$ cat config.mk
export PLATFORM = sky130hd
export DESIGN_NAME = rr_mux4_arbiter
export DESIGN_NICKNAME = d
export VERILOG_FILES = /design/src/rtl/rr_mux4_arbiter.sv
export SDC_FILE = /design/constraint.sdc
export NUM_CORES = 1
export LEC_CHECK = 0
export ABC_AREA = 1
export CAP_MARGIN = 30
export CORE_MARGIN = 2
export CORE_UTILIZATION = 52
export DETAILED_ROUTE_END_ITERATION = 10
export GPL_TIMING_DRIVEN = 0
export PLACE_DENSITY = 0.79
export SYNTH_ARGS = -nofsm -noshare
export SYNTH_HDL_FRONTEND = slang
export SYNTH_SLANG_ARGS = --single-unit
$ cat constraint.sdc
create_clock -name clk -period 2.55 [get_ports clk]
set_clock_uncertainty 0.1 [all_clocks]
set_input_delay 0.765 -clock clk [delete_from_list [all_inputs] [get_ports clk]]
set_output_delay 0.765 -clock clk [all_outputs]
set_load 0.01 [all_outputs]
$ cat src/rtl/rr_mux4_arbiter.sv
// Round-robin arbiter for four requesters sharing a one-bit channel.
// Drives the select of an embedded 4:1 mux and gates the routed bit with busy.

module MUX_4 (
  input  logic [3:0] I,
  input  logic [1:0] S,
  output logic       Y
);
  assign Y = I[S];
endmodule

module rr_mux4_arbiter #(
  parameter int unsigned MAX_HOLD = 4
) (
  input  logic       clk,
  input  logic       rst,
  input  logic [3:0] req,
  input  logic [3:0] din,
  output logic [3:0] gnt,
  output logic [1:0] sel,
  output logic       dout,
  output logic       busy
);

  localparam logic [3:0] HOLD_LIM = 4'(MAX_HOLD);

  typedef enum logic {
    IDLE  = 1'b0,
    GRANT = 1'b1
  } state_t;

  state_t     state_q, state_d;
  logic [1:0] ptr_q, ptr_d;
  logic [3:0] cnt_q, cnt_d;
  logic [1:0] sel_q, sel_d;
  logic [3:0] gnt_q, gnt_d;
  logic       busy_q, busy_d;

  logic       release_grant;
  logic       any_req;
  logic [1:0] arb_ptr;
  logic [1:0] winner;
  logic       mux_y;

  assign any_req = |req;

  // A releasing grantee moves the search start past itself in the same edge,
  // so the winner is computed from the post-release pointer.
  assign release_grant = (state_q == GRANT) && (!req[sel_q] || (cnt_q == HOLD_LIM));
  assign arb_ptr       = release_grant ? (sel_q + 2'd1) : ptr_q;

  always_comb begin
    logic [1:0] idx;
    winner = arb_ptr;
    idx    = arb_ptr;
    // Scan from the farthest offset down so the nearest requester wins last.
    for (int k = 3; k >= 0; k--) begin
      idx = arb_ptr + 2'(k);
      if (req[idx]) begin
        winner = idx;
      end
    end
  end

  always_comb begin
    state_d = state_q;
    ptr_d   = ptr_q;
    cnt_d   = cnt_q;
    sel_d   = sel_q;
    gnt_d   = gnt_q;
    busy_d  = busy_q;

    case (state_q)
      IDLE: begin
        if (any_req) begin
          state_d = GRANT;
          sel_d   = winner;
          gnt_d   = 4'b0001 << winner;
          cnt_d   = 4'd1;
          busy_d  = 1'b1;
        end
      end
      GRANT: begin
        if (!release_grant) begin
          cnt_d = cnt_q + 4'd1;
        end else begin
          ptr_d = sel_q + 2'd1;
          if (any_req) begin
            sel_d  = winner;
            gnt_d  = 4'b0001 << winner;
            cnt_d  = 4'd1;
            busy_d = 1'b1;
          end else begin
            state_d = IDLE;
            gnt_d   = 4'b0000;
            cnt_d   = 4'd0;
            busy_d  = 1'b0;
          end
        end
      end
      default: begin
        state_d = IDLE;
        gnt_d   = 4'b0000;
        busy_d  = 1'b0;
      end
    endcase
  end

  always_ff @(posedge clk) begin
    if (rst) begin
      state_q <= IDLE;
      ptr_q   <= 2'd0;
      cnt_q   <= 4'd0;
      sel_q   <= 2'd0;
      gnt_q   <= 4'b0000;
      busy_q  <= 1'b0;
    end else begin
      state_q <= state_d;
      ptr_q   <= ptr_d;
      cnt_q   <= cnt_d;
      sel_q   <= sel_d;
      gnt_q   <= gnt_d;
      busy_q  <= busy_d;
    end
  end

  MUX_4 u_mux (
    .I (din),
    .S (sel_q),
    .Y (mux_y)
  );

  assign gnt  = gnt_q;
  assign sel  = sel_q;
  assign busy = busy_q;
  assign dout = mux_y & busy_q;

endmodule

==> results.md <==
| Stage | Metric | Reported |
|---|---|---|
| floorplan | Die height | 49.1 um |
| timing | Actual transition at the worst max-transition pin | 421 ps |
| timing | Final hold violation count | 0 |
| timing | Setup tns final | 0 ps |
| drt | ANT nets after route | 0 |
| critical path | Critical path data required time | 1690 ps |
| final layout | Final design area excluding fillers | 0.00131 mm^2 |
| synthesis | Cell area after synthesis | 0.00106 mm^2 |
| placed design | RD Place Congestion | 0.919 |
| cts | Reg clk slew, reported paths | 80 ps |
| critical path | Kind of end point of the critical path | primary output |
| flow run | Number of maximum-capacitance constraint violations | 0 |
| timing | Slew headroom | 71.7% |
| power and ir drop | Internal Pwr Total | 755 uW |
| drt | Post-DR wirelength/cell | 11.6 um |
| synthesis | Instance count of the mapped netlist | 160 |
| drt | DRC violation count after routing | 0 |
| power and ir drop | Leakage power total | 0.619 nW |
| power and ir drop | Power density relative to cell area | 1170 mW/mm^2 |
| drt | Routed vias/inst | 5.01 |
| hold path | Class of the tightest hold or removal check | flip-flop to flip-flop |
| timing | PnR worst setup slack | 116 ps |
| placed design | Placed cell count | 204 |
| floorplan | Floorplan die area | 0.00241 mm^2 |
| timing | Share of the clock period used by the worst path | 95.5% |
| cts | Clock buffer count from CTS | 3 |
| power and ir drop | Switching Share | 50.7% |
| timing | Crit path time final | 2430 ps |
| drt | Via count of the routed design | 1048 |
| synthesis | Number of flops mapped to enable cells by yosys | 0 |
| cts | Bufs on Longest Clock Path | 2 |
| critical path | Biggest fanout along the worst timing path | 1 |
| synthesis | Async set-reset flop share out of synthesis | 0% |
| cts | Clock tree from TritonCTS | yes |
| final layout | Final cell count without fillers | 209 |
| cts | Insertion delay to the later sink of the worst-skew pair | 280 ps |
| timing | Max Freq | 411 MHz |
| synthesis | Library cells used by synthesis | 25 |
| floorplan | Horizontal die dimension | 49.1 um |
| critical path | Crit Path Class | primary input to primary output |
| drt | Number of detailed-route iterations in the first pass | 4 |
| cts | Number of sinks on the clock net | 14 |
| cts | # H-tree levels | 1 |
| placed design | Placement-stage cell area | 0.00126 mm^2 |
| global route | Number of antenna violations at the first check in global routing | 0 |
| power and ir drop | Power share of the sequential group | 21.2% |
| power and ir drop | Peak ir drop on the vdd network | 0.805 mV |
| outcome | Status | completed |
| floorplan | Io pins | 18 |
| cts | Root buffer cell | clkbuf_4 |
| synthesis | Mapped Nets | 172 |
| placed design | Port Buffer Count | 17 |
| cts | Cts-stage hold buffer count | 0 |
| power and ir drop | Total Power Consumption | 1.53 mW |
| floorplan | Standard-cell row count | 16 |
| global route | Global-route wire length before repair | 4140 um |
| critical path | Crit path DAT | 1570 ps |
| global route | Total global routing track utilization | 21.4% |
| power and ir drop | Combinational cell fraction of total power | 70.3% |
| floorplan | Total core area | 0.00194 mm^2 |
| synthesis | Sequential-to-total area share from yosys stat | 26.5% |
| placed design | Post-detail-place hpwl | 1910 um |
| power and ir drop | Clock share of power | 8.5% |
| final layout | Number of nets in the layout | 196 |
| final layout | Ratio of cells with drive above 1 in the final layout | 25.3% |
| timing | Number of failing setup endpoints in the final timing report | 0 |
| synthesis | Mean instance size in the synthesized netlist | 6.61 um^2 |
| floorplan | Starting density of the core | 54.4% |
| synthesis | Number of warnings issued by yosys | 0 |
| final layout | Synthesis-to-finish area growth | 24.1% |
| global route | Sum of overflow across all layers after global routing | 0 |
| power and ir drop | Switching Power | 777 uW |
| placed design | Place WS | -486 ps |
| drt | DR iter-0 viols | 16 |
| global route | Number of global-route vias before repair | 991 |
| global route | Largest net degree at the start of global routing | 11 |
| final layout | N_diodes | 0 |
| timing | Number of max-slew violations in the final report | 0 |
| synthesis | Number of flip-flops and latches in the synthesized netlist | 14 |
| drt | Sum of routed wire length over all layers | 2430 um |
| synthesis | Main synth FF type | dfxtp_1 |
| critical path | Element type at the critical path start | primary input |
path summary, 6_finish.rpt:
check | from | to | slack, ps | depth (start not counted)
worst max-delay path | din[1] | dout | 120 | 4
worst min-delay path | cnt_q[3] | cnt_q[3] | 370 | 2
worst max register to register | cnt_q[0] | gnt[2] | 370 | 15
worst min register to register | cnt_q[3] | cnt_q[3] | 370 | 2
layout by cell type, fill, tap and decap left out:
cell type,synthesis,routed
dlymetal6s2s_1,0,1
nand2_1,43,40
clkbuf_4,0,3
a21boi_1,1,1
buf_6,1,1
a21oi_1,9,8
clkdlybuf4s50_1,0,10
a31oi_1,1,1
nor4_1,1,1
a21oi_2,3,4
clkbuf_2,0,1
ha_1,2,2
nand4_1,2,2
o21ai_1,1,3
o21ai_2,1,1
nand2_2,12,13
nor2_1,13,13
a21boi_2,0,1
nand3_2,5,5
buf_2,0,1
buf_8,1,1
o21ai_0,5,3
inv_6,1,1
nand2_4,5,7
nand3b_1,1,1
xor2_1,2,2
dlygate4sd2_1,0,3
nand3_1,12,12
dfxtp_1,14,14
inv_2,0,4
buf_4,1,3
inv_1,22,18
clkdlybuf4s15_1,0,1
flip-flops by register name, summed over array words and instances (netlist names):
name,count
sel,2
gnt,4
ptr_q,2
busy,1
cnt_q,4
state_q,1
final cells by class:
type	instances	area, um^2
clock buffers	3	22.5
well taps	27	33.8
fillers	194	629
inverters	23	91.3
repair buffers	19	174
plain buffers	3	33.8
multi-input cells	120	677
flip-flops and latches	14	280
power groups by stage:
stage	logic, mW	registers, mW	clock network, mW
floorplan	0.739	0.341	0
global placement	0.979	0.325	0
detailed placement	1.01	0.326	0
CTS	1.02	0.322	0.131
global route	1.21	0.332	0.138
finish	1.08	0.325	0.130
through the flow:
stage	util (%)	hold slack, ps
3_3_place_gp	64.9	345
5_1_grt	67.6	407
3_5_place_dp	64.9	365
6_report	67.6	375
2_1_floorplan	-	339
4_1_cts	65.9	377
routing by layer:
metal  vias to the layer above  track usage (%)  part of all wire [%]
met5                         -                0                     0
met4                         0             5.71                   1.1
met3                         3             3.68                   3.6
met2                        19             39.4                    50
met1                       474             25.0                    45
li1                        552                -                     -
cell usage after synthesis, types with 2 or more instances:
| cell type | instances | area (um^2) |
|---|---|---|
| a21oi_1 | 9 | 45.0 |
| a21oi_2 | 3 | 26.3 |
| dfxtp_1 | 14 | 280 |
| ha_1 | 2 | 25.0 |
| inv_1 | 22 | 82.6 |
| nand2_1 | 43 | 161 |
| nand2_2 | 12 | 75.1 |
| nand2_4 | 5 | 56.3 |
| nand3_1 | 12 | 60.1 |
| nand3_2 | 5 | 50.1 |
| nand4_1 | 2 | 12.5 |
| nor2_1 | 13 | 48.8 |
| o21ai_0 | 5 | 25.0 |
| xor2_1 | 2 | 17.5 |
kinds of logic after synthesis:
family,after synthesis,share of synthesized area [%]
and+or+nand+nor,94,45.2
xor gates and xnor gates,2,1.66
AOI/OAI and AO/OA,22,12.4
DFF,14,26.5
adders and majority gates,2,2.37
buffers and inverters,26,11.8
worst max-delay path, stage by stage:
cell and delay [ps]:
clkdlybuf4s50_1 460, o21ai_1 60, a21boi_1 140, buf_2 140
timing repair:
item,4_1_cts,5_1_grt
setup buffers,1,1
gates resized for setup,13,14
endpoints found under the setup margin,7,7
pin swaps,2,2
Note: power is estimated with default switching activity, not from simulation.
